`config.mk`:
```
export PLATFORM = sky130hd
export DESIGN_NAME = cmplx_mult_seq_flat
export DESIGN_NICKNAME = d
export VERILOG_FILES = /design/src/rtl/cmplx_mult_seq_if.sv /design/src/rtl/cmplx_mult_seq.sv /design/src/flat_wrapper.sv
export SDC_FILE = /design/constraint.sdc
export NUM_CORES = 1
export LEC_CHECK = 0
export CAP_MARGIN = 20
export CORE_MARGIN = 2
export CORE_UTILIZATION = 40
export CTS_CLUSTER_SIZE = 8
export DETAILED_ROUTE_END_ITERATION = 7
export DONT_BUFFER_PORTS = 1
export SLEW_MARGIN = 10
export SYNTH_ARGS = -nofsm -noshare
export SYNTH_HDL_FRONTEND = slang
export SYNTH_SLANG_ARGS = --single-unit
```
`constraint.sdc`:
```
create_clock -name clk -period 3.3 [get_ports clk]
set_input_delay 0.66 -clock clk [delete_from_list [all_inputs] [get_ports clk]]
set_output_delay 0.66 -clock clk [all_outputs]
set_load 0.01 [all_outputs]
```
`src/rtl/cmplx_mult_seq_if.sv`:
```
// Handshake and multiplier bus bundle for the complex-multiply sequencer.
// The slave modport is the sequencer side. The master modport is the side
// that supplies operands, returns products and accepts results.
interface cmplx_mult_seq_if;
  logic               in_valid;
  logic               in_ready;
  logic signed [7:0]  a_re;
  logic signed [7:0]  a_im;
  logic signed [7:0]  b_re;
  logic signed [7:0]  b_im;
  logic               mult_start;
  logic signed [7:0]  mult_in_0;
  logic signed [7:0]  mult_in_1;
  logic signed [15:0] mult_out;
  logic               out_valid;
  logic               out_ready;
  logic signed [16:0] out_re;
  logic signed [16:0] out_im;

  modport slave (
    input  in_valid, a_re, a_im, b_re, b_im, mult_out, out_ready,
    output in_ready, mult_start, mult_in_0, mult_in_1, out_valid, out_re, out_im
  );

  modport master (
    output in_valid, a_re, a_im, b_re, b_im, mult_out, out_ready,
    input  in_ready, mult_start, mult_in_0, mult_in_1, out_valid, out_re, out_im
  );
endinterface

```
`src/rtl/cmplx_mult_seq.sv`:
```
// Complex-multiply sequencer. It computes (a_re + j*a_im) * (b_re + j*b_im)
// using four real products from one shared sequential multiplier. The
// partial products are accumulated in 17-bit registers, so no result can wrap.
module cmplx_mult_seq #(
  parameter int MULT_LATENCY = 9
) (
  input  logic            clk,
  input  logic            rst_n,
  cmplx_mult_seq_if.slave bus
);

  typedef enum logic [1:0] {IDLE, ISSUE, WAIT, OUT} state_t;

  state_t             state_q, state_d;
  logic [1:0]         k_q, k_d;
  logic [7:0]         cnt_q, cnt_d;
  logic signed [7:0]  ar_q, ar_d, ai_q, ai_d, br_q, br_d, bi_q, bi_d;
  logic signed [16:0] acc_re_q, acc_re_d, acc_im_q, acc_im_d;
  logic               in_ready_q, in_ready_d;
  logic               mult_start_q, mult_start_d;
  logic signed [7:0]  mult_in_0_q, mult_in_0_d, mult_in_1_q, mult_in_1_d;
  logic               out_valid_q, out_valid_d;
  logic signed [16:0] out_re_q, out_re_d, out_im_q, out_im_d;
  logic signed [16:0] p;
  logic [1:0]         k_nxt;

  // Product order: k=0 re*re, k=1 im*im, k=2 re*im, k=3 im*re.
  function automatic logic signed [7:0] sel_a(input logic [1:0] k,
                                              input logic signed [7:0] re,
                                              input logic signed [7:0] im);
    return k[0] ? im : re;
  endfunction

  function automatic logic signed [7:0] sel_b(input logic [1:0] k,
                                              input logic signed [7:0] re,
                                              input logic signed [7:0] im);
    return (k[0] ^ k[1]) ? im : re;
  endfunction

  // Next-state, operand sequencing and accumulation.
  always_comb begin
    state_d      = state_q;
    k_d          = k_q;
    cnt_d        = cnt_q;
    ar_d         = ar_q;
    ai_d         = ai_q;
    br_d         = br_q;
    bi_d         = bi_q;
    acc_re_d     = acc_re_q;
    acc_im_d     = acc_im_q;
    mult_start_d = 1'b0;
    mult_in_0_d  = mult_in_0_q;
    mult_in_1_d  = mult_in_1_q;
    out_valid_d  = out_valid_q;
    out_re_d     = out_re_q;
    out_im_d     = out_im_q;
    p            = {{9{bus.mult_out[15]}}, bus.mult_out};
    k_nxt        = 2'(k_q + 2'd1);
    case (state_q)
      IDLE: begin
        if (in_ready_q && bus.in_valid) begin
          ar_d         = bus.a_re;
          ai_d         = bus.a_im;
          br_d         = bus.b_re;
          bi_d         = bus.b_im;
          k_d          = 2'd0;
          acc_re_d     = '0;
          acc_im_d     = '0;
          // Operands for k=0 come straight from the inputs so ISSUE starts at once.
          mult_in_0_d  = bus.a_re;
          mult_in_1_d  = bus.b_re;
          mult_start_d = 1'b1;
          state_d      = ISSUE;
        end
      end
      ISSUE: begin
        cnt_d   = 8'(MULT_LATENCY - 1);
        state_d = WAIT;
      end
      WAIT: begin
        if (cnt_q == 8'd0) begin
          case (k_q)
            2'd0:    acc_re_d = acc_re_q + p;
            2'd1:    acc_re_d = acc_re_q - p;
            default: acc_im_d = acc_im_q + p;
          endcase
          if (k_q != 2'd3) begin
            k_d          = k_nxt;
            mult_in_0_d  = sel_a(k_nxt, ar_q, ai_q);
            mult_in_1_d  = sel_b(k_nxt, br_q, bi_q);
            mult_start_d = 1'b1;
            state_d      = ISSUE;
          end else begin
            out_re_d    = acc_re_d;
            out_im_d    = acc_im_d;
            out_valid_d = 1'b1;
            state_d     = OUT;
          end
        end else begin
          cnt_d = cnt_q - 8'd1;
        end
      end
      OUT: begin
        if (bus.out_ready) begin
          out_valid_d = 1'b0;
          state_d     = IDLE;
        end
      end
      default: state_d = IDLE;
    endcase
    in_ready_d = (state_d == IDLE);
  end

  // State and datapath registers; reset aborts any transaction in flight.
  always_ff @(posedge clk or negedge rst_n) begin
    if (!rst_n) begin
      state_q      <= IDLE;
      k_q          <= '0;
      cnt_q        <= '0;
      ar_q         <= '0;
      ai_q         <= '0;
      br_q         <= '0;
      bi_q         <= '0;
      acc_re_q     <= '0;
      acc_im_q     <= '0;
      in_ready_q   <= 1'b0;
      mult_start_q <= 1'b0;
      mult_in_0_q  <= '0;
      mult_in_1_q  <= '0;
      out_valid_q  <= 1'b0;
      out_re_q     <= '0;
      out_im_q     <= '0;
    end else begin
      state_q      <= state_d;
      k_q          <= k_d;
      cnt_q        <= cnt_d;
      ar_q         <= ar_d;
      ai_q         <= ai_d;
      br_q         <= br_d;
      bi_q         <= bi_d;
      acc_re_q     <= acc_re_d;
      acc_im_q     <= acc_im_d;
      in_ready_q   <= in_ready_d;
      mult_start_q <= mult_start_d;
      mult_in_0_q  <= mult_in_0_d;
      mult_in_1_q  <= mult_in_1_d;
      out_valid_q  <= out_valid_d;
      out_re_q     <= out_re_d;
      out_im_q     <= out_im_d;
    end
  end

  assign bus.in_ready   = in_ready_q;
  assign bus.mult_start = mult_start_q;
  assign bus.mult_in_0  = mult_in_0_q;
  assign bus.mult_in_1  = mult_in_1_q;
  assign bus.out_valid  = out_valid_q;
  assign bus.out_re     = out_re_q;
  assign bus.out_im     = out_im_q;

endmodule

```
`src/flat_wrapper.sv`:
```
// flat-port wrapper written by rule: the top's interface ports become plain ports
module cmplx_mult_seq_flat 
#(
  parameter int MULT_LATENCY = 9
)
  (clk, rst_n, bus_in_valid, bus_a_re, bus_a_im, bus_b_re, bus_b_im, bus_mult_out, bus_out_ready, bus_in_ready, bus_mult_start, bus_mult_in_0, bus_mult_in_1, bus_out_valid, bus_out_re, bus_out_im);
  cmplx_mult_seq_if bus_i ();
  input  logic clk;
  input  logic rst_n;
  input wire logic [$bits(bus_i.in_valid)-1:0] bus_in_valid;
  input wire logic [$bits(bus_i.a_re)-1:0] bus_a_re;
  input wire logic [$bits(bus_i.a_im)-1:0] bus_a_im;
  input wire logic [$bits(bus_i.b_re)-1:0] bus_b_re;
  input wire logic [$bits(bus_i.b_im)-1:0] bus_b_im;
  input wire logic [$bits(bus_i.mult_out)-1:0] bus_mult_out;
  input wire logic [$bits(bus_i.out_ready)-1:0] bus_out_ready;
  output wire logic [$bits(bus_i.in_ready)-1:0] bus_in_ready;
  output wire logic [$bits(bus_i.mult_start)-1:0] bus_mult_start;
  output wire logic [$bits(bus_i.mult_in_0)-1:0] bus_mult_in_0;
  output wire logic [$bits(bus_i.mult_in_1)-1:0] bus_mult_in_1;
  output wire logic [$bits(bus_i.out_valid)-1:0] bus_out_valid;
  output wire logic [$bits(bus_i.out_re)-1:0] bus_out_re;
  output wire logic [$bits(bus_i.out_im)-1:0] bus_out_im;
  assign bus_i.in_valid = bus_in_valid;
  assign bus_i.a_re = bus_a_re;
  assign bus_i.a_im = bus_a_im;
  assign bus_i.b_re = bus_b_re;
  assign bus_i.b_im = bus_b_im;
  assign bus_i.mult_out = bus_mult_out;
  assign bus_i.out_ready = bus_out_ready;
  assign bus_in_ready = bus_i.in_ready;
  assign bus_mult_start = bus_i.mult_start;
  assign bus_mult_in_0 = bus_i.mult_in_0;
  assign bus_mult_in_1 = bus_i.mult_in_1;
  assign bus_out_valid = bus_i.out_valid;
  assign bus_out_re = bus_i.out_re;
  assign bus_out_im = bus_i.out_im;
  cmplx_mult_seq #(.MULT_LATENCY(MULT_LATENCY)) u_core (.clk(clk), .rst_n(rst_n), .bus(bus_i));
endmodule
```
==> metrics.txt, run 1 <==
DRT Wirelength=19320 µm; cell with the biggest individual delay on the critical path=sky130_fd_sc_hd__dfrtp_1; synthesized flop and latch total=131; Pre-Repair DR Iteration Count=4; number of enable-type register cells in the synthesized netlist=0; net count reported at finish=1017; leakage power=4.061 nW; Final Hold Fails=131; total number of cells along the worst setup path=14; worst-case register-to-register setup slack=0.22 ns; FF-to-FF Start=u_core.k_q[1]; Peak Freq=324.7 MHz; Sw Pwr=0.003776 W; Finish-stage setup viols=0; total CTS buffers=17; Die Outline Area=0.02013 mm²; Synthesized Nets=990; Critical Path Start=u_core.k_q[1]; I/O pin count=105; Seq/Total Area, Yosys=0.4311; number of DRC violations after detailed routing=0; clock sinks=131; Mapped Cells=899; Worst Max-Slew Pin Slew=0.5918 ns; fraction of final layout cells sized beyond drive strength 1=0.1129; antenna violations before repair=0; global-route congestion overflow total=0; vertical die dimension=141.9 µm; ordered list of cells on the worst path=inv_1, ha_1, buf_6, nor2_1, xnor2_1, ha_1, nor2b_1, o31a_1, nand2_1, nand3_1, buf_4, a21oi_1, xor2_1, o21ai_0; Internal Dissipation=0.005110 W; number of global-route vias before repair=6102; number of nets with antenna violations after routing=0; share of the synthesized area in the top cell type=0.4311; sequential share of power=0.338; commonest cells in the netlist=sky130_fd_sc_hd__nand2_1 (213), sky130_fd_sc_hd__dfrtp_1 (131), sky130_fd_sc_hd__nor2_1 (76), sky130_fd_sc_hd__a21oi_1 (73), sky130_fd_sc_hd__o21ai_0 (68); Final Worst Setup Slack=0.2207 ns; largest stage delay on the critical path=0.38 ns; async set or reset register ratio after synthesis=1.000; Buffers & Inverters on Critical Path=3; Combinational Power Share=0.456; Final period util=0.9331; class of the tightest hold or removal check=primary input to asynchronous set/reset pin; Final Critical Period=3.079 ns; clock tree from TritonCTS=built; start-to-end type of the worst setup path=register to register; areal power density over the cells=1019 mW/mm²; clock transition time at the flip-flop clock pins of the worst setup and hold paths=0.06 ns; die outline width=141.9 µm; main flop type after synthesis=sky130_fd_sc_hd__dfrtp_1; Core Footprint=0.01871 mm²; cell with the most instances on the worst path=sky130_fd_sc_hd__ha_1; RSZ-0062 raised after global routing=no; Switching Share=0.4249; critical path endpoint=u_core.acc_re_q[12]; maximum capacitance violations=0; highest net fanout along the worst path=18; HPWL after detailed placement=13550 µm; first-pass GRT wire length=31850 µm; number of setup buffers added after CTS=0; cell area after placement=0.008140 mm²; P&R area growth vs syn=14.66%; final instance area=0.008720 mm²; port bufs=0; worst slew slack as a fraction of its limit=0.6045; category of the worst setup path capture point=register; Critical Path Source Type=register; Worst EP required=3.59 ns; insertion delay to the later sink of the worst-skew pair=0.42 ns; cell chosen for the clock root=sky130_fd_sc_hd__clkbuf_16; depth of the CTS H-tree=4; number of design-rule violations left by the first detailed-router iteration=397; WL per Instance=16.47 µm; overall power consumption=0.008885 W; mapped cell area=0.007605 mm²; maximum clock path buffer count=2; count of distinct cell types in the synthesized netlist=66; placement-stage worst setup slack=-0.1401 ns; Worst VDD drop=0.4149 mV; most frequent cell after synthesis=sky130_fd_sc_hd__nand2_1; GRT Resource Usage Total=0.1995; violated checks=negative hold slack; cells taking the most area after synthesis=sky130_fd_sc_hd__dfrtp_1 (43%), sky130_fd_sc_hd__nand2_1 (11%), sky130_fd_sc_hd__ha_1 (6.1%); count of warnings emitted by yosys=0; overall via count from detail_route=6321; category of cells accounting for the largest share of critical-path delay=adder cells; number of inserted diodes=0; via density per instance=5.389; Clock power frac=0.206; RD Place Congestion=0.8995; final clock skew=0.01397 ns; initial cell density of the core=0.4066; number of cells on the worst reg-to-reg path=14; outcome=finished with violations; critical path data arrival time=3.37 ns; worst-case hold slack=-0.05956 ns; dominant cell type by area after synthesis=sky130_fd_sc_hd__dfrtp_1; Pins Over Slew Limit=0; maximum number of pins on one net before global-route repair=132; Cell Rows=50; mean instance size in the synthesized netlist=8.459 µm²; endpoint of the most critical register-to-register path=u_core.acc_re_q[12]
==> stage by stage <==
step	setup TNS (ns)	hold slack [ns]	util	cells
detailed placement	-0.4439	0.3711	0.4352	1141
CTS	0	-0.07707	0.4656	1173
finish	0	-0.05956	0.4662	1173
global placement	-0.1591	0.3714	0.4352	1141
floorplan	-0.05662	0.3644	-	899
global route	0	-0.08215	0.4662	1173
==> sequential cells by signal (all words and copies together) (netlist names) <==
register / cells
u_core.bus.out_re: 17
u_core.bus.mult_start: 1
u_core.bus.out_valid: 1
u_core.bus.out_im: 17
u_core.bus.mult_in_1: 8
u_core.k_q: 2
u_core.br_q: 8
u_core.acc_re_q: 17
u_core.ai_q: 8
u_core.bus.in_ready: 1
u_core.bus.mult_in_0: 8
u_core.cnt_q: 8
u_core.state_q: 2
u_core.bi_q: 8
u_core.ar_q: 8
u_core.acc_im_q: 17
==> what timing repair did <==
| item | CTS | global route |
|---|---|---|
| endpoints found under the hold margin | 131 | 131 |
| resized for setup | 0 | 2 |
| endpoints found under the setup margin | 0 | 2 |
==> routing by layer <==
layer / share of wire / up-vias / track usage
met5: 0 / - / 0
met1: 0.48 / 3005 / 0.2707
met4: 0.018 / 0 / 0.06158
met2: 0.45 / 115 / 0.3114
met3: 0.052 / 22 / 0.05501
li1: - / 3179 / -
==> worst min path at each step <==
stage / slack, ns / start / end / depth (start not counted)
finish: -0.06 / rst_n / u_core.acc_im_q[4] / 0
global route: -0.08 / rst_n / u_core.bus.out_im[4] / 0
CTS: -0.08 / rst_n / u_core.acc_im_q[4] / 0
detailed placement: 0.37 / rst_n / u_core.acc_im_q[4] / 0
global placement: 0.37 / rst_n / u_core.acc_im_q[4] / 0
floorplan: 0.36 / rst_n / u_core.acc_im_q[0] / 0
==> area by class of cell <==
class	instances	area, µm²
fill	1811	9986
clock inverter	13	126.4
clock buffer	19	442.9
inverter	19	88.84
sequential	131	3278
timing repair buffer	53	401.6
tap	234	292.8
multi-input combinational	704	4089
==> power by group through the flow <==
| stage | clock network (W) | logic, W | registers [W] |
|---|---|---|---|
| final | 0.00183 | 0.00405 | 0.00301 |
| after global routing | 0.00195 | 0.00462 | 0.00311 |
| after CTS | 0.00186 | 0.00406 | 0.00301 |
| after detailed placement | 0 | 0.00403 | 0.00304 |
| after global placement | 0 | 0.00398 | 0.00302 |
| after floorplan | 0 | 0.00304 | 0.00282 |
==> placed cells by master, fill, tap and decap left out, drive strengths merged, types with 7 or more instances in the layout <==
cell    synthesis  final
a211oi          7      7
a21o           14     14
a21oi          73     73
a31oi          12     12
and3            9      9
buf            19     53
clkbuf         26     19
dfrtp         131    131
ha             37     37
inv            19     22
mux2i          19     19
nand2         214    214
nand3          33     33
nor2           79     79
o211ai          7      7
o21ai          80     80
xnor2          24     24
xor2           16     16
==> cells by family after synthesis <==
kind of cell	after synthesis	synth area share
buf+inv	64	0.03620
compound gates	225	0.1737
flops	131	0.4311
fa+ha+maj	39	0.06614
mux	20	0.02649
simple gates	380	0.2203
xor+xnor	40	0.04607
(Power assumes the default switching activity.)
==> run 2, diff against run 1 <==
--- a/config.mk
+++ b/config.mk
@@ -7,10 +7,11 @@
 export LEC_CHECK = 0
 export CAP_MARGIN = 20
 export CORE_MARGIN = 2
-export CORE_UTILIZATION = 40
+export CORE_UTILIZATION = 60
 export CTS_CLUSTER_SIZE = 8
 export DETAILED_ROUTE_END_ITERATION = 7
 export DONT_BUFFER_PORTS = 1
+export PLACE_DENSITY = 0.76
 export SLEW_MARGIN = 10
 export SYNTH_ARGS = -nofsm -noshare
 export SYNTH_HDL_FRONTEND = slang
==> run 2 against run 1 <==
Net effect: the flow still finishes with violations (negative hold slack); core utilization is 22 points higher; die area is 32% lower; clock skew is 0.0062 ns lower; non-clock buffer count is 16 lower; flip-flop and latch count stayed put; design area is 1.4% lower; sequential power hardly changed; global-route usage is 8.8 points higher; clock-buffer cell count is 2 higher; combinational power hardly changed; final cell count is 6.6% lower; first-iteration DRC count is 10% higher; critical endpoint is now u_core.bus.out_re[16]; largest power group unchanged.
==> metrics.txt, run 2 (synthesis gave the netlist of run 1 again) <==
outcome=finished with violations; violated checks=negative hold slack; clock sinks=131; Cell Rows=41; top layer in use=met4; ordered list of cells on the worst path=inv_12, ha_4, or4b_4, nor3b_4, a31oi_1, xnor2_1, ha_1, nand2_1, nor2_1, nand2_1, a31o_2, and3_4, or3b_1, a31oi_1; total CTS buffers=17; Worst EP required=3.64 ns; first-pass GRT wire length=30260 µm; class of the tightest hold or removal check=primary input to asynchronous set/reset pin; Worst Max-Slew Pin Slew=0.7623 ns; worst-case register-to-register setup slack=0.20 ns; leakage power=4.026 nW; number of setup buffers added after CTS=0; antenna violations before repair=0; sequential share of power=0.329; total length of routed met2 wires=9413 µm; category of the worst setup path capture point=register; vertical die dimension=116.6 µm; Peak Freq=319.0 MHz; depth of the CTS H-tree=4; DRT Wirelength=19070 µm; number of nets with antenna violations after routing=0; met3 routed WL=1334 µm; Clock power frac=0.223; P&R area growth vs syn=13.00%; routed length on met1=7826 µm; final instance area=0.008593 mm²; critical path data arrival time=3.48 ns; global-route congestion overflow total=0; Final Hold Fails=131; Switching Share=0.4191; number of inserted diodes=0; maximum capacitance violations=0; Worst VDD drop=0.5956 mV; Die Outline Area=0.01359 mm²; most frequent cells in the layout=sky130_fd_sc_hd__nand2_1 (213), sky130_fd_sc_hd__dfrtp_1 (131), sky130_fd_sc_hd__nor2_1 (75); I/O pin count=105; number of DRC violations after detailed routing=0; Final Worst Setup Slack=0.1647 ns; cell chosen for the clock root=sky130_fd_sc_hd__clkbuf_16; port bufs=0; highest net fanout along the worst path=6; cell area after placement=0.007943 mm²; Finish-stage setup viols=0; Internal Dissipation=0.005272 W; largest stage delay on the critical path=0.49 ns; number of design-rule violations left by the first detailed-router iteration=438; worst slew slack as a fraction of its limit=0.4918; maximum number of pins on one net before global-route repair=132; overall via count from detail_route=6522; clock transition time at the flip-flop clock pins of the worst setup and hold paths=0.06 ns; HPWL after detailed placement=13170 µm; fraction of final layout cells sized beyond drive strength 1=0.09751; Sw Pwr=0.003803 W; via density per instance=5.956; final clock skew=0.007807 ns; number of cells on the worst reg-to-reg path=11; Pre-Repair DR Iteration Count=5; number of global-route vias before repair=6278; Final Critical Period=3.135 ns; clock tree from TritonCTS=built; insertion delay to the later sink of the worst-skew pair=0.42 ns; net count reported at finish=1001; Final period util=0.9501; maximum clock path buffer count=2; placement-stage worst setup slack=-0.2138 ns; overall power consumption=0.009075 W; Critical Path Source Type=primary input; worst-case hold slack=-0.07143 ns; GRT Resource Usage Total=0.2875; Core Footprint=0.01252 mm²; RD Place Congestion=0.9699; Pins Over Slew Limit=0; areal power density over the cells=1056 mW/mm²; most common library cell in the layout ignoring fill and taps=sky130_fd_sc_hd__nand2_1; initial cell density of the core=0.6076; Combinational Power Share=0.448; WL per Instance=17.42 µm; cell with the biggest individual delay on the critical path=sky130_fd_sc_hd__or4b_4; start-to-end type of the worst setup path=primary input to register; RSZ-0062 raised after global routing=no; die outline width=116.6 µm
-- run 2: cell count changes in the layout (fill, tap and decap cells not counted), moves of 2 or more --
cell	previous run	this run
sky130_fd_sc_hd__buf_4	52	37
sky130_fd_sc_hd__bufinv_16	1	4
sky130_fd_sc_hd__clkinvlp_4	4	1
sky130_fd_sc_hd__inv_6	4	2
-- run 2: what timing repair did --
action	4_1_cts	5_1_grt
setup endpoints to repair	0	4
resized for setup	0	4
endpoints found under the hold margin	131	131
-- run 2: critical path: cells and delay by family --
family	cells	cell delay, ns
and+or+nand+nor	7	1.65
AOI/OAI and AO/OA	3	0.52
adders and majority gates	2	0.44
xor gates and xnor gates	1	0.17
buffers and inverters	1	0.03
-- run 2: power groups by stage --
| stage | logic (W) | clock network, W | registers, W |
|---|---|---|---|
| 3_3_place_gp | 0.00383 | 0 | 0.00297 |
| 2_1_floorplan | 0.00304 | 0 | 0.00282 |
| 6_report | 0.00406 | 0.00202 | 0.00299 |
| 3_5_place_dp | 0.00399 | 0 | 0.00300 |
| 4_1_cts | 0.00402 | 0.00204 | 0.00299 |
| 5_1_grt | 0.00455 | 0.00213 | 0.00308 |
-- run 2: final timing paths --
kind	end	start
max	u_core.bus.out_re[16]	bus_mult_out[1]
min	u_core.bus.out_re[13]	rst_n
max reg2reg	u_core.bus.out_re[16]	u_core.k_q[1]
min reg2reg	u_core.ai_q[0]	u_core.ai_q[0]
max in group asynchronous	u_core.acc_re_q[9]	rst_n
min in group clk	u_core.ai_q[1]	bus_a_im[1]
-- run 2: per-layer routing --
layer  up-vias  track usage
li1       3136            -
met1      3139       0.3429
met2       212       0.4888
met3        35      0.08511
met4         0       0.1176
met5         -            0
-- run 2: per-stage QoR --
step / std cells / setup TNS, ns / utilization
floorplan: 899 / -0.05662 / -
global placement: 1063 / -0.4361 / 0.6345
detailed placement: 1063 / -0.6757 / 0.6345
CTS: 1095 / 0 / 0.6854
global route: 1095 / 0 / 0.6865
finish: 1095 / 0 / 0.6865
-- run 2: final cells by class --
cell class,count,area [µm²]
multi-input combinational,704,4096
sequential,131,3278
fill,1040,3924
clock buffer,21,460.4
timing repair buffer,37,277.8
tap,172,215.2
inverter,19,88.84
clock inverter,11,176.4
